--- config.mk ---
export PLATFORM = sky130hd
export DESIGN_NAME = cmc_array_sequencer
export DESIGN_NICKNAME = d
export VERILOG_FILES = /design/src/rtl/cmc_array_sequencer.sv
export SDC_FILE = /design/constraint.sdc
export NUM_CORES = 1
export LEC_CHECK = 0
export CELL_PAD_IN_SITES_DETAIL_PLACEMENT = 0
export CELL_PAD_IN_SITES_GLOBAL_PLACEMENT = 2
export CORE_MARGIN = 2
export CORE_UTILIZATION = 31
export CTS_CLUSTER_DIAMETER = 200
export CTS_CLUSTER_SIZE = 16
export DETAILED_ROUTE_END_ITERATION = 8
export GPL_TIMING_DRIVEN = 1
export PLACE_DENSITY_LB_ADDON = 0.1
export SYNTH_ARGS = -nofsm -noshare
export SYNTH_HDL_FRONTEND = slang
export SYNTH_SLANG_ARGS = --single-unit
--- constraint.sdc ---
create_clock -name clk -period 3.5 [get_ports clk]
set_input_delay 0.7 -clock clk [delete_from_list [all_inputs] [get_ports clk]]
set_output_delay 0.7 -clock clk [all_outputs]
set_load 0.005 [all_outputs]
--- src/rtl/cmc_array_sequencer.sv ---
// Soft-start/soft-stop enable sequencer for an array of PMOS current-mirror unit cells.
// Optional dynamic element matching rotation is built when CMC_SEQ_DEM_EN is defined.
module cmc_array_sequencer #(
  parameter int unsigned N_CELLS       = 20,
  parameter int unsigned CW            = 5,
  parameter int unsigned STEP_CYCLES   = 4,
  parameter int unsigned SETTLE_CYCLES = 8
) (
  input  logic               clk,
  input  logic               rst_n,
  input  logic               req_valid,
  output logic               req_ready,
  input  logic [CW-1:0]      req_code,
  input  logic               abort,
  output logic [N_CELLS-1:0] cell_en,
  output logic [CW-1:0]      cur_code,
  output logic               busy,
  output logic               done,
  output logic               err_range
);

  localparam int unsigned SW = $clog2(STEP_CYCLES + 1);
  localparam int unsigned TW = $clog2(SETTLE_CYCLES + 1);
  localparam logic [CW-1:0] N_CODE      = CW'(N_CELLS);
  localparam logic [SW-1:0] STEP_LAST   = SW'(STEP_CYCLES - 1);
  localparam logic [TW-1:0] SETTLE_LAST = TW'(SETTLE_CYCLES);

  typedef enum logic [1:0] {
    IDLE   = 2'd0,
    RAMP   = 2'd1,
    SETTLE = 2'd2,
    DONE   = 2'd3
  } state_t;

  state_t             state, state_next;
  logic [CW-1:0]      target, target_next;
  logic [CW-1:0]      cur_next;
  logic [CW-1:0]      clamped;
  logic [CW-1:0]      step_code;
  logic [SW-1:0]      step_cnt, step_next;
  logic [TW-1:0]      settle_cnt, settle_next;
  logic               err_next;
  logic [N_CELLS-1:0] therm;
  logic [N_CELLS-1:0] en_next;

`ifdef CMC_SEQ_DEM_EN
  localparam logic [CW:0] N_WIDE = (CW+1)'(N_CELLS);
  logic [CW-1:0]        rot_ptr, rot_next;
  logic [CW-1:0]        win_base, base_next;
  logic [CW:0]          rot_sum;
  logic [2*N_CELLS-1:0] rot_dbl;
`endif

  // Next-state, ramp stepping and settle timing
  always_comb begin
    state_next  = state;
    target_next = target;
    cur_next    = cur_code;
    step_next   = step_cnt;
    settle_next = settle_cnt;
    err_next    = 1'b0;
    clamped     = (req_code > N_CODE) ? N_CODE : req_code;
    step_code   = (target > cur_code) ? cur_code + CW'(1) : cur_code - CW'(1);
`ifdef CMC_SEQ_DEM_EN
    base_next   = win_base;
    rot_next    = rot_ptr;
    rot_sum     = {1'b0, rot_ptr} + {1'b0, cur_code};
`endif
    case (state)
      IDLE: begin
        if (req_valid && req_ready) begin
          target_next = clamped;
          err_next    = (req_code > N_CODE);
          step_next   = '0;
          settle_next = '0;
          state_next  = (clamped == cur_code) ? SETTLE : RAMP;
`ifdef CMC_SEQ_DEM_EN
          // An empty window may be re-anchored at the rotation pointer
          if (cur_code == '0) base_next = rot_ptr;
`endif
        end
      end
      RAMP: begin
        if (abort) begin
          target_next = cur_code;
          settle_next = '0;
          state_next  = SETTLE;
        end else if (step_cnt == STEP_LAST) begin
          step_next = '0;
          cur_next  = step_code;
          if (step_code == target) begin
            settle_next = '0;
            state_next  = SETTLE;
          end
        end else begin
          step_next = step_cnt + SW'(1);
        end
      end
      SETTLE: begin
        if (settle_cnt == SETTLE_LAST) state_next = DONE;
        else settle_next = settle_cnt + TW'(1);
      end
      DONE: begin
        state_next = IDLE;
`ifdef CMC_SEQ_DEM_EN
        // Window keeps its base, so cell_en does not move across this edge
        rot_next = (rot_sum >= N_WIDE) ? CW'(rot_sum - N_WIDE) : CW'(rot_sum);
`endif
      end
      default: state_next = IDLE;
    endcase
  end

  // Enable pattern for the next code
  always_comb begin
    therm = '0;
    for (int i = 0; i < int'(N_CELLS); i++) therm[i] = (CW'(i) < cur_next);
`ifdef CMC_SEQ_DEM_EN
    rot_dbl = {therm, therm} << base_next;
    en_next = rot_dbl[2*N_CELLS-1:N_CELLS];
`else
    en_next = therm;
`endif
  end

  always_ff @(posedge clk) begin
    if (!rst_n) begin
      state      <= IDLE;
      target     <= '0;
      cur_code   <= '0;
      step_cnt   <= '0;
      settle_cnt <= '0;
      cell_en    <= '0;
      busy       <= 1'b0;
      req_ready  <= 1'b1;
      done       <= 1'b0;
      err_range  <= 1'b0;
`ifdef CMC_SEQ_DEM_EN
      rot_ptr    <= '0;
      win_base   <= '0;
`endif
    end else begin
      state      <= state_next;
      target     <= target_next;
      cur_code   <= cur_next;
      step_cnt   <= step_next;
      settle_cnt <= settle_next;
      cell_en    <= en_next;
      busy       <= (state_next != IDLE);
      req_ready  <= (state_next == IDLE);
      done       <= (state_next == DONE);
      err_range  <= err_next;
`ifdef CMC_SEQ_DEM_EN
      rot_ptr    <= rot_next;
      win_base   <= base_next;
`endif
    end
  end

endmodule

; ---- Word-level counts from Yosys, hierarchy flattened
; Cells that the tools add are included.
[totals]
register_bits = 43
latch_bits = 0
ram_bits = 0
mem_bits_ro = 0
inputBits = 9
wordCells = 85
n_memories = 0
[op_classes]
n_addsub = 4
n_mul = 0
div_mod_pow = 0
magnitude_cmp = 22
eq_ne = 14
n_shift = 0
n_mux = 25
bitwise_logic = 0
reduce_logical = 10
[op_table]
columns = operator, n
row1 = $lt 4x5->1 const A, 8
row2 = $mux 5, 7
row3 = $lt 3x5->1 const A, 4
row4 = $lt 5x5->1 const A, 4
row5 = $mux 4, 5
row6 = $mux 2, 6
row7 = $pmux 4 s3, 1
row8 = $eq 5x5->1, 2
row9 = $lt 1x5->1 const A, 2
row10 = $lt 2x5->1 const A, 2
row11 = $pmux 5 s2, 1
row12 = $mux 3, 3
row13 = $reduce_and 3->1, 3
row14 = $ne 2x2->1 const B, 4
row15 = $pmux 2 s4, 1
row16 = $eq 2x2->1 const B, 3
row17 = $ne 3x3->1 const B, 2
row18 = $pmux 3 s2, 1
row19 = $add 5x1->5 const B, 1
row20 = $gt 5x5->1, 1
row21 = $gt 5x5->1 const B, 1
row22 = $reduce_and 5->1, 1
row23 = $sub 5x1->5 const B, 1
row24 = $add 4x1->4 const B, 1
row25 = 8 further kinds, 10

; ---- Logic depth before layout (Yosys ltp)
; Gate-level depths: netlist of run 1.
[depth]
ltp_word = 8
ltp_mapped = 15
mapped_depth_nobuf = 13

; ---- Worst setup path before layout of run 1
; Ideal clock, no wire load.
[synth_path]
kind = reg-to-reg
start = register cur_code[1]
end = register settle_cnt[2]
setup_time_ns = 0.091
t_arrival_ns = 3.236
slack_ns = 0.173
stages_incl_launch_ff = 15
path_buffers = 1
synth_period_minus_slack_ns = 3.327
cell_sequence = dfxtp_1 -> clkbuf_1 -> inv_1 -> ha_1 -> nor2b_1 -> o21a_1 -> o21ai_4 -> inv_1 -> fa_1 -> nand2b_1 -> a21oi_1 -> xnor2_1 -> xnor3_1 -> a311o_1 -> a311oi_1
[synth_between]
elab_chain_cells = 5
word_cells_on_any_way = 7
cone_classes = 2 x add/sub / 1 x order compare / 2 x eq/ne / 1 x mux / 1 x reduce/logical
[synth_rtl]
columns = element, line_no
row1 = start: declaration, 16  ; output logic [CW-1:0] cur_code,
row2 = start signal: assignment, 145  ; cur_code <= cur_next;
row3 = $sub 5x1->5 (tied with other cells), 63  ; step_code = (target > cur_code) ? cur_code + CW'(1) : cur_code - CW'(1);
row4 = $mux 5 *, 63
row5 = $eq 5x5->1 *, 91  ; if (step_code == target) begin
row6 = $ne 3x3->1 (no line) *, --
row7 = $reduce_and 5->1 (no line) *, --
row8 = end signal: assignment, 147  ; settle_cnt <= settle_next;
row9 = end: declaration, 41  ; logic [TW-1:0] settle_cnt, settle_next;
; Every way passes the cells marked *; elsewhere a longest branch is shown, timed or not.
; A chain may end at the register's enable or synchronous reset.

; ---- Worst setup path after layout of run 1
[layout_path]
start = register cur_code[2]
end = register cell_en[8]
[layout_between]
elab_chain_cells = 6
word_cells_on_any_way = 8
cone_classes = 2 x add/sub / 2 x order compare / 4 x mux
[layout_rtl]
columns = element, line_no
row1 = $sub 5x1->5 (tied with other cells), 63
row2 = $mux 5, 63
row3 = $mux 5, 88  ; end else if (step_cnt == STEP_LAST) begin
row4 = $mux 5, 84  ; if (abort) begin
row5 = $mux 5 *, 69  ; case (state)
row6 = $lt 4x5->1 *, 117  ; for (int i = 0; i < int'(N_CELLS); i++) therm[i] = (CW'(i) < cur_next);
row7 = end signal: assignment, 148  ; cell_en <= en_next;
row8 = end: declaration, 15  ; output logic [N_CELLS-1:0] cell_en,
; Marks and branches as above.

==> metrics.csv, run 1 <==
metric,value,unit
Antenna Cells,0,
core area,6719,um^2
post-synthesis sequential area ratio,0.3962,
Worst path max stage delay,0.36,ns
critical setup path kind,flip-flop to flip-flop,
max_cap viols,0,
vias in the first global route,1690,
Clk pwr share,0.318,
H-tree Lvls,2,
Setup Skew,0.007488,ns
layout cells sized above 1,0.1024,
unrepaired setup endpoints after global routing,false,
"Arr. time, crit path",3.37,ns
initial antenna violation count,0,
sum of negative setup slack,0,ns
sw power,0.3319,mW
Least-Margin Pin Slew,0.9971,ns
Crit path required time,3.66,ns
Critical Path Slowest Stage Cell,dfxtp_1,
Leak,1.038,nW
post-route ant nets,0,
hold slack,0.4864,ns
Vias/cell,4.952,
maximum clock rate,311.0,MHz
Setup-failing EPs final,0,
Worst path most repeated cell,ha_1,
final hold vios,0,
number of fillers in the final layout,708,
Layout area overhead,29.13,%
global-route wire length before repair,9.025,mm
# rows,30,
PD cells,391.3,nW/um^2
Synth Flop Type,dfxtp_1,
Initial Util,0.3158,
synth top area cells,"dfxtp_1 (40%), ha_1 (6.5%), a21oi_1 (5.4%)",
YS warnings,0,
full die area,7523,um^2
most frequent cells after synthesis,"dfxtp_1 (42), nor2_1 (29), a21oi_1 (23)",
"EDFF count, synth",0,
worst-case clock buffer depth,2,
Post-Route WL,5.722,mm
CP Cell Sequence,"inv_1, ha_1, and3_1, mux2i_1, o21ai_4, buf_4, ha_1, a21o_1, a21oi_1, xnor2_1, mux2_2, a211oi_4, o221ai_1",
largest net degree at the start of global routing,32,
Slew HR,0.3345,
"Cell Area, Placed",2628,um^2
gp weighted congestion,0.8380,
Sequential Power Share,0.469,
die outline width,86.74,um
io pins,38,
Num CTS Buffers,5,
gr ovfl total,0,
Combinational Power Share,0.214,
switch share,0.3095,
fin. max-slew vios,0,
worst-skew pair later-pin latency,0.31,ns
PortBufs,37,
die span in y,86.74,um
"Async S/R FF share, synth",0,
# hold bufs at CTS,0,
Final Instance Area,2740,um^2
Pint,0.7404,mW
dominant cell type by area after synthesis,dfxtp_1,
Routed WL per cell,15.34,um
DRC viols,0,
mapped cell area,2122,um^2
HP Class,flip-flop to flip-flop,
CTS tree,done,
Worst-path clk slew,0.10,ns
maximum vdd drop,0.1154,mV
final period utilization,0.9187,
Synth top area share,0.3962,
GRT Overall Usage,0.1583,
DPL Wire Length,4.294,mm
Yosys reg bits,42,
Worst Path Max Fanout,9,
root buffer cell,clkbuf_8,
Post-Syn Area per Cell,8.591,um^2
"Net Count, Synth",268,
CP endpoint kind,flip-flop,
via count,1847,
Clock Sinks,42,
post-layout minimum cycle time,3.216,ns
count of cell types in the netlist,47,
TritonRoute pass-1 iters,4,
status,completed,
detailed router's first-iteration violation count,93,
Gate Count Post-Synth,247,
Final nets,313,
CP Launch Type,flip-flop,
cell with the most instances after synthesis,dfxtp_1,
-- cell families after synthesis --
family	count (synthesis)	share of synthesized area
xor+xnor	11	0.05189
mux	4	0.01946
buf+inv	30	0.05778
simple gates	76	0.1739
fa+ha+maj	12	0.07429
flops	42	0.3962
compound gates	72	0.2264
-- cell type report --
cell class | count | area [um^2] | share of cell area
multi-input cells | 175 | 1170 | 0.4269
clock buffers | 5 | 68.82 | 0.02511
flip-flops and latches | 42 | 840.8 | 0.3068
well taps | 80 | 100.1 | 0.03653
clock inverters | 3 | 25.02 | 0.009132
repair buffers | 50 | 467.9 | 0.1708
inverters | 18 | 67.56 | 0.02466
-- per-stage QoR --
stage | std cells | utilization | total power [mW] | setup slack, ns
detailed placement | 364 | 0.3911 | 0.7363 | 0.1218
floorplan | 247 | - | 0.6655 | 0.1730
finish | 373 | 0.4078 | 1.072 | 0.2844
global placement | 364 | 0.3911 | 0.7388 | 0.1485
CTS | 372 | 0.4050 | 1.075 | 0.1174
global route | 373 | 0.4078 | 1.128 | 0.004602
-- repair_timing --
| action | 4_1_cts | 5_1_grt |
|---|---|---|
| buffers inserted | 0 | 1 |
| resized for setup | 0 | 3 |
| endpoints found under the hold margin | 0 | 0 |
| endpoints found under the setup margin | 0 | 16 |
-- worst max-delay path, delay by kind of cell (launching register included) --
family          cells  cell delay, ns
compound gates      5            0.97
xor+xnor            1            0.13
fa+ha+maj           2            0.58
buf+inv             2            0.25
flops               1            0.36
mux                 2            0.57
simple gates        1            0.19
-- per-layer routing --
metal | wire, um | share of wire | track usage
met1 | 2830 | 0.49 | 0.2213
met2 | 2610 | 0.46 | 0.2455
met3 | 215 | 0.038 | 0.03048
met4 | 65 | 0.011 | 0.05114
met5 | 0 | 0 | 0
-- layout by cell type, fill, tap and decap left out, types with 2 or more instances in the layout --
master / instances
nand2b_1: 5
o21ai_0: 14
nor3_1: 4
and2_1: 2
a31oi_1: 4
a211oi_1: 6
xnor2_1: 9
clkdlybuf4s50_1: 37
mux2i_1: 3
inv_1: 18
nand2_1: 17
a21oi_1: 22
buf_4: 13
clkbuf_8: 5
nor2b_1: 3
nor2_1: 29
o31ai_1: 3
a311oi_1: 4
dfxtp_1: 42
nand3_1: 6
a21boi_0: 2
nor4_1: 2
and3_1: 4
ha_1: 11
-- registers in the layout, summed over array words and instances (netlist names) --
name	cells
target	5
req_ready	1
settle_cnt	4
cur_code	4
busy	1
cell_en	20
done	1
err_range	1
step_cnt	3
state	2
-- final timing paths --
kind                     from          to  slack [ns]  cells after the start
setup / recovery  cur_code[2]  cell_en[8]        0.28                     13
hold / removal      target[0]   target[0]        0.49                      2
setup reg to reg  cur_code[2]  cell_en[8]        0.28                     13
hold reg to reg     target[0]   target[0]        0.49                      2
-- power by group through the flow --
stage	clock network, mW	logic [mW]	registers (mW)
after CTS	0.349	0.223	0.503
after global placement	0	0.225	0.514
after floorplan	0	0.157	0.508
after detailed placement	0	0.222	0.514
after global routing	0.369	0.254	0.505
final	0.341	0.229	0.503
Note: power is estimated with default switching activity, not from simulation.
==> run 2: changes to the inputs <==
--- a/config.mk
+++ b/config.mk
@@ -13,6 +13,7 @@
 export CTS_CLUSTER_SIZE = 16
 export DETAILED_ROUTE_END_ITERATION = 8
 export GPL_TIMING_DRIVEN = 1
+export MAX_ROUTING_LAYER = met4
 export PLACE_DENSITY_LB_ADDON = 0.1
 export SYNTH_ARGS = -nofsm -noshare
 export SYNTH_HDL_FRONTEND = slang
==> metrics.csv, run 2 (synthesized netlist as in run 1, its figures left out) <==
metric,value,unit
status,completed,
global-route wire length before repair,8.983,mm
R2R Path End,cell_en[8],
CP endpoint kind,flip-flop,
Setup WS post-layout,0.2792,ns
Worst path max stage delay,0.37,ns
critical setup path kind,flip-flop to flip-flop,
gr ovfl total,0,
CP Depth,13,
Layout area overhead,29.13,%
Routed WL per cell,15.36,um
Antenna Cells,0,
number of fillers in the final layout,708,
largest net degree at the start of global routing,32,
Final Util,0.4078,
"Cell Area, Placed",2628,um^2
post-layout minimum cycle time,3.221,ns
Register Area,840.8,um^2
Setup Skew,0.005704,ns
Vias/cell,4.957,
HP Class,flip-flop to flip-flop,
Worst path most repeated cell,ha_1,
Final nets,313,
CP Launch Type,flip-flop,
Post-Place Cells,364,
worst r2r src,cur_code[2],
# rows,30,
TritonRoute pass-1 iters,4,
R2R Setup Slk,0.28,ns
initial antenna violation count,0,
Top Registers,"cell_en x20, target x5",
sum of negative setup slack,0,ns
Slew HR,0.3310,
io pins,38,
"Buf+Inv Stages, Crit Path",2,
die outline width,86.74,um
Num CTS Buffers,5,
Worst Setup SP,cur_code[2],
Initial Util,0.3158,
CP endpoint,cell_en[8],
H-tree Lvls,2,
"commonest non-fill, non-tap cells in the layout","dfxtp_1 (42), clkdlybuf4s50_1 (37), nor2_1 (29)",
Clock Sinks,42,
worst-case clock buffer depth,2,
CTS tree,done,
worst-skew pair later-pin latency,0.30,ns
maximum vdd drop,0.1154,mV
root buffer cell,clkbuf_8,
Worst-path clk slew,0.09,ns
Setup-failing EPs final,0,
post-route ant nets,0,
"most common cell after layout, fill and taps aside",dfxtp_1,
max FFs per register,20,
"Most flops, register",cell_en,
vias in the first global route,1687,
Crit path required time,3.66,ns
maximum clock rate,310.5,MHz
core area,6719,um^2
"non-filler cells, final",373,
Multi-input gate area,1170,um^2
# hold bufs at CTS,0,
R2R cell count,13,
DRC viols,0,
final hold vios,0,
die span in y,86.74,um
Post-Route WL,5.730,mm
PD cells,391.1,nW/um^2
unrepaired setup endpoints after global routing,false,
max_cap viols,0,
GRT Overall Usage,0.1625,
Leak,1.038,nW
Least-Margin Pin Slew,1.002,ns
dpl ws,0.1218,ns
fin. max-slew vios,0,
Worst Path Max Fanout,9,
family with the most delay on the worst path,compound AO/OA/AOI/OAI gates,
DPL Wire Length,4.294,mm
full die area,7523,um^2
PortBufs,37,
Critical Path Slowest Stage Cell,a211oi_4,
CP Cell Sequence,"inv_1, ha_1, and3_1, mux2i_1, o21ai_4, buf_4, ha_1, a21o_1, a21oi_1, xnor2_1, mux2_2, a211oi_4, o221ai_1",
layout cells sized above 1,0.1024,
via count,1849,
final period utilization,0.9202,
hold slack,0.4859,ns
detailed router's first-iteration violation count,98,
Final Instance Area,2740,um^2
"Arr. time, crit path",3.38,ns
gp weighted congestion,0.8510,
Final Power,1.072,mW
[run 2: cell counts in the layout (fill, tap and decap cells not counted)]
No cell type changed its count.
[run 2: how the worst min path moves through the flow]
stage	depth (start not counted)	to	slack, ns	startpoint
final	2	target[0]	0.49	target[0]
after global routing	2	target[0]	0.50	target[0]
after CTS	2	target[0]	0.49	target[0]
after detailed placement	2	target[0]	0.47	target[0]
after global placement	2	target[0]	0.47	target[0]
after floorplan	2	target[0]	0.44	target[0]
[run 2: layout make-up]
type                    count  share of cell area
well taps                  80             0.03653
clock buffers               5             0.02511
flip-flops and latches     42              0.3068
clock inverters             3            0.009132
inverters                  18             0.02466
repair buffers             50              0.1708
multi-input cells         175              0.4269
[run 2: layer usage]
metal	GRT usage	up-vias	share of wire
met2	0.2427	39	0.46
li1	-	959	-
met5	-	-	0
met1	0.2225	846	0.50
met4	0.05114	0	0.011
met3	0.03048	5	0.033
[run 2: timing repair]
| action | in CTS | in global routing |
|---|---|---|
| resized for setup | 0 | 3 |
| endpoints found under the setup margin | 0 | 16 |
| setup buffers | 0 | 1 |
[run 2: worst min-delay path, stage by stage, from the launching register on]
cell and delay (ns):
dfxtp_1 0.31, inv_1 0.06, a211oi_1 0.07
[run 2: report_power, final]
part	switching, mW	internal [mW]
clock network	0.196	0.144
registers	0.0126	0.490
logic	0.123	0.106
